==> config.mk <==
export PLATFORM = sky130hd
export DESIGN_NAME = mouse_displ_gen
export DESIGN_NICKNAME = d
export VERILOG_FILES = /design/src/rtl/mouse_displ_gen.sv
export SDC_FILE = /design/constraint.sdc
export NUM_CORES = 1
export LEC_CHECK = 0
export ABC_CLOCK_PERIOD_IN_PS = 4100
export CAP_MARGIN = 20
export CORE_MARGIN = 1.5
export CORE_UTILIZATION = 40
export CTS_CLUSTER_SIZE = 8
export DETAILED_ROUTE_END_ITERATION = 10
export DONT_BUFFER_PORTS = 1
export PLACE_DENSITY_LB_ADDON = 0.12
export RECOVER_POWER = 50
export SYNTH_ARGS = -nofsm -noshare
export SYNTH_HDL_FRONTEND = slang
export SYNTH_SLANG_ARGS = --single-unit
==> constraint.sdc <==
create_clock -name Clk -period 4.1 [get_ports Clk]
set_clock_uncertainty 0.2 [all_clocks]
set_input_delay 0.82 -clock Clk [delete_from_list [all_inputs] [get_ports Clk]]
set_output_delay 0.82 -clock Clk [all_outputs]
set_load 0.01 [all_outputs]
==> src/rtl/mouse_displ_gen.sv <==
// mouse_displ_gen
//   Decodes the 3-byte PS/2 mouse packet stream into one saturated signed
//   X/Y displacement pair per video frame, plus left/right button state.
//
// Ports:
//   Clk          system clock
//   Reset        synchronous, active-high reset
//   rx_byte      received PS/2 byte
//   rx_valid     one-cycle strobe; rx_byte is valid this cycle
//   frame_tick   one-cycle pulse, once per video frame
//   X_displ      two's-complement X displacement for the last frame
//   Y_displ      two's-complement Y displacement for the last frame
//   displ_valid  one-cycle pulse when X_displ/Y_displ were updated
//   btn_left     left button state from the last good packet
//   btn_right    right button state from the last good packet
//   sync_err     one-cycle pulse on a framing error or inter-byte timeout
module mouse_displ_gen #(
    parameter int unsigned TIMEOUT_CYCLES = 50000,
    parameter bit          INVERT_Y       = 1'b1
) (
    input  logic       Clk,
    input  logic       Reset,
    input  logic [7:0] rx_byte,
    input  logic       rx_valid,
    input  logic       frame_tick,
    output logic [7:0] X_displ,
    output logic [7:0] Y_displ,
    output logic       displ_valid,
    output logic       btn_left,
    output logic       btn_right,
    output logic       sync_err
);

    localparam int unsigned CW = (TIMEOUT_CYCLES > 1) ? $clog2(TIMEOUT_CYCLES + 1) : 1;

    typedef enum logic [1:0] {B0, B1, B2} state_t;

    state_t        state;
    logic [CW-1:0] cnt;
    logic [7:0]    hdr;
    logic [7:0]    xbyte;
    logic [7:0]    acc_x;
    logic [7:0]    acc_y;

    logic               pkt_done;
    logic signed [10:0] dx;
    logic signed [10:0] dy;
    logic signed [10:0] add_x;
    logic signed [10:0] add_y;
    logic signed [10:0] sum_x;
    logic signed [10:0] sum_y;
    logic [7:0]         nx;
    logic [7:0]         ny;

    function automatic logic [7:0] sat8(input logic signed [10:0] v);
        if (v > 11'sd127)
            return 8'h7F;
        else if (v < -11'sd128)
            return 8'h80;
        else
            return v[7:0];
    endfunction

    // The Y byte is consumed straight from rx_byte in the completing cycle,
    // so the delta is folded into the accumulators on that same edge.
    always_comb begin
        pkt_done = (state == B2) && rx_valid;

        if (hdr[6])
            dx = hdr[4] ? -11'sd256 : 11'sd255;
        else
            dx = $signed({{3{hdr[4]}}, xbyte});

        if (hdr[7])
            dy = hdr[5] ? -11'sd256 : 11'sd255;
        else
            dy = $signed({{3{hdr[5]}}, rx_byte});

        add_x = pkt_done ? dx : 11'sd0;
        add_y = pkt_done ? (INVERT_Y ? -dy : dy) : 11'sd0;

        sum_x = $signed({{3{acc_x[7]}}, acc_x}) + add_x;
        sum_y = $signed({{3{acc_y[7]}}, acc_y}) + add_y;

        nx = sat8(sum_x);
        ny = sat8(sum_y);
    end

    always_ff @(posedge Clk) begin
        if (Reset) begin
            state       <= B0;
            cnt         <= '0;
            hdr         <= '0;
            xbyte       <= '0;
            acc_x       <= '0;
            acc_y       <= '0;
            X_displ     <= '0;
            Y_displ     <= '0;
            displ_valid <= 1'b0;
            btn_left    <= 1'b0;
            btn_right   <= 1'b0;
            sync_err    <= 1'b0;
        end else begin
            sync_err    <= 1'b0;
            displ_valid <= 1'b0;

            case (state)
                B0: begin
                    cnt <= '0;
                    if (rx_valid) begin
                        if (rx_byte[3]) begin
                            hdr   <= rx_byte;
                            state <= B1;
                        end else begin
                            sync_err <= 1'b1;
                        end
                    end
                end
                B1, B2: begin
                    if (rx_valid) begin
                        cnt <= '0;
                        if (state == B1) begin
                            xbyte <= rx_byte;
                            state <= B2;
                        end else begin
                            btn_left  <= hdr[0];
                            btn_right <= hdr[1];
                            state     <= B0;
                        end
                    end else if (cnt == CW'(TIMEOUT_CYCLES - 1)) begin
                        cnt      <= '0;
                        sync_err <= 1'b1;
                        state    <= B0;
                    end else begin
                        cnt <= cnt + 1'b1;
                    end
                end
                default: begin
                    cnt   <= '0;
                    state <= B0;
                end
            endcase

            // A packet completing on the tick cycle lands in this frame's output.
            if (frame_tick) begin
                X_displ     <= nx;
                Y_displ     <= ny;
                displ_valid <= 1'b1;
                acc_x       <= '0;
                acc_y       <= '0;
            end else begin
                acc_x <= nx;
                acc_y <= ny;
            end
        end
    end

endmodule

==> results.toml, run 1 <==
[drt]
wire_per_inst_um = 13.9
drt_iter0_drc = 100
ant_nets = 0
drt-pass1-iter-count = 4
drc = 0
vias = 3285
wl_um = 8800
routed_via_density = 5.18

[power]
vdd_drop_max_mv = 0.230
power.density_nw_per_um2 = 307
finalPower_mw = 1.36
cellLeakagePower_nw = 1.78

[clock_tree]
clock_sinks = 68
cts_tree = "built"
post_cts_buffers = 0
clk_pin_slew_ps = 80
clkLatencyLatePin_ps = 350
numCtsBuffers = 9
cts_root_buffer = "clkbuf_8"
clockBufferDepth = 2
ctsHtreeMaxLevel = 3

[worst_setup_path]
setup.worst_path.start_class = "input pin"
crit_type = "input pin to flop"
crit_family = "simple AND/OR/NAND/NOR gates"
cp_max_fo = 5
crit_slowest_cell = "or4_1"
cp.arrival_ps = 3940
path_cells = "o21ai_2, ha_2, nor4b_4, o22ai_2, or4_1, a21oi_1, a211oi_1, ha_1, or2_2, and3_1, o311ai_0, or4_1, o211a_2, buf_4, nor3_1"
crit_buf_inv = 1
critPathCaptureType = "flop"
cpMostUsedCell = "or4_1"
ff2ff_setup_slack_ps = 260
required_ps = 4150
slowest_delay_ps = 430

[synth]
synthCells = 479
synth-seq-cells = 68
ys_seq_area_frac = 0.351
synth_area_leaders = "dfxtp_1, nor2_1, ha_1"
ys.flop_type = "dfxtp_1"
yosys.area.top_type_share = 0.351
synth.net_count = 518
syn-cell-area_um2 = 3880
ys_warn_count = 0
syn_avg_cell_area_um2 = 8.09
synthArstFlopShare = 0
synth_top_area_cell = "dfxtp_1"
synth-edff-count = 0
post_synth_num_cell_types = 56

[timing]
finalHoldViolCount = 0
finalWorstSetupSlack_ps = 208
layout_min_cycle_time_ps = 3890
period_share = 0.949
slew_headroom = 0.524
max_freq_mhz = 257
whs_ps = 251
drv_slew = 0
finalSetupTns_ps = 0
worst_pin_slew_ps = 709
setup_viol = 0

[finish]
final_cell_mix = "nor2_1, dfxtp_1, nand2_1"
nNetsFinal = 539
layout.cells.non_filler = 634
drive_above_1_share = 0.127
mostFrequentLayoutCell = "nor2_1"
fillCellCount = 971
fin_util = 0.475
multi_input_area_um2 = 2430
antennaDiodeCount = 0
seqCellArea_um2 = 1360
fin_area_um2 = 4430
synthToLayoutAreaGrowth_pct = 14.2

[floorplan]
core_area_um2 = 9330
die-area_um2 = 10300
rows = 35
num_io_pins = 32
start_util = 0.416
die_x_um = 101
fp.dieH_um = 101

[status]
status = "finished, final reports clean"

[grt]
grt_pass1_wl_um = 14900
grt_antenna_before_repair = 0
grt_pass1_vias = 3139
track_usage = 0.184
grt_max_degree = 29
overflow = 0

[min_path]
min_path_type = "flop to flop"

[placement]
gp_congestion = 0.851
post-place-ws_ps = -192
dp_hpwl_um = 6600
dp.cells = 618
portBuffers = 0
placed_cell_area_um2 = 4180

[job]
cap_violations = 0
## metal layers
layer  vias up  global-route usage  share of wire
li1       1717                   -              -
met1      1512               0.257           0.52
met2        49               0.282           0.43
met3         7              0.0442          0.038
met4         0              0.0545         0.0090
met5         -                   0              0
## Yosys cell counts, types with 3 or more instances
library cell / n
xnor2_1: 17
ha_1: 25
and2_1: 3
nor2b_1: 3
nor3_1: 14
a211oi_1: 6
mux2i_1: 9
or2_2: 5
dfxtp_1: 68
inv_1: 15
nor2_1: 90
o21ai_0: 23
a21oi_1: 27
a21o_1: 7
nand3b_1: 3
clkbuf_1: 14
o211ai_1: 6
and3_1: 10
nand4_1: 3
xor2_1: 17
or3_1: 5
nand3_1: 16
nand2_1: 49
## cells by family after synthesis
group,after synthesis,synth area share
xor+xnor,34,0.0768
compound gates,98,0.176
simple gates,212,0.251
buf+inv,31,0.0307
flops,68,0.351
fa+ha+maj,27,0.0910
mux,9,0.0232
## flip-flops by register name, summed over array words and instances (netlist names), 2 cells and up
| name | count |
|---|---|
| cnt | 16 |
| xbyte | 8 |
| acc_y | 8 |
| Y_displ | 8 |
| state | 2 |
| X_displ | 8 |
| hdr | 6 |
| acc_x | 8 |
## where the power goes
| group | internal (mW) | leakage, nW | switching, mW |
|---|---|---|---|
| combinational | 0.0249 | 1.12 | 0.0309 |
| sequential | 0.668 | 0.550 | 0.00731 |
| clock | 0.359 | 0.116 | 0.271 |
| total | 1.05 | 1.78 | 0.309 |
## layout make-up
type	count	area share
Tap cell	129	0.0365
Sequential cell	68	0.308
Timing Repair Buffer	26	0.0441
Clock buffer	10	0.0311
Multi-Input combinational cell	380	0.548
Clock inverter	6	0.0198
Inverter	15	0.0127
## worst reg2reg max path, cell delays in order (launching register included)
cell	delay, ps
dfxtp_2	370
nand2_2	90
o21ai_1	100
ha_2	220
nor4b_4	230
o22ai_2	100
or4_1	400
a21oi_1	160
a211oi_1	70
ha_1	350
or2_2	150
and3_1	150
o311ai_0	140
or4_1	430
o211a_2	180
buf_4	150
nor3_1	250
## path summary, 6_finish.rpt
check                                 from       end  cells after the start
worst min-delay path              xbyte[4]  xbyte[4]                      2
worst max register to register      hdr[7]  acc_y[2]                     16
worst min register to register    xbyte[4]  xbyte[4]                      2
worst max-delay path            rx_byte[0]  acc_y[2]                     15
## what timing repair did
| item | CTS | global route |
|---|---|---|
| endpoints found under the hold margin | 0 | 0 |
| endpoints found under the setup margin | 0 | 14 |
| gates resized for setup | 0 | 7 |
| hold buffers | 0 | 0 |
Power figures use the tool's default switching activity.
==> inputs of run 2 (changes only) <==
Settings changed: SLEW_MARGIN set to 10.
==> results of run 2 <==
Same layout as run 1: the final DEF is identical, and so are final timing and power.
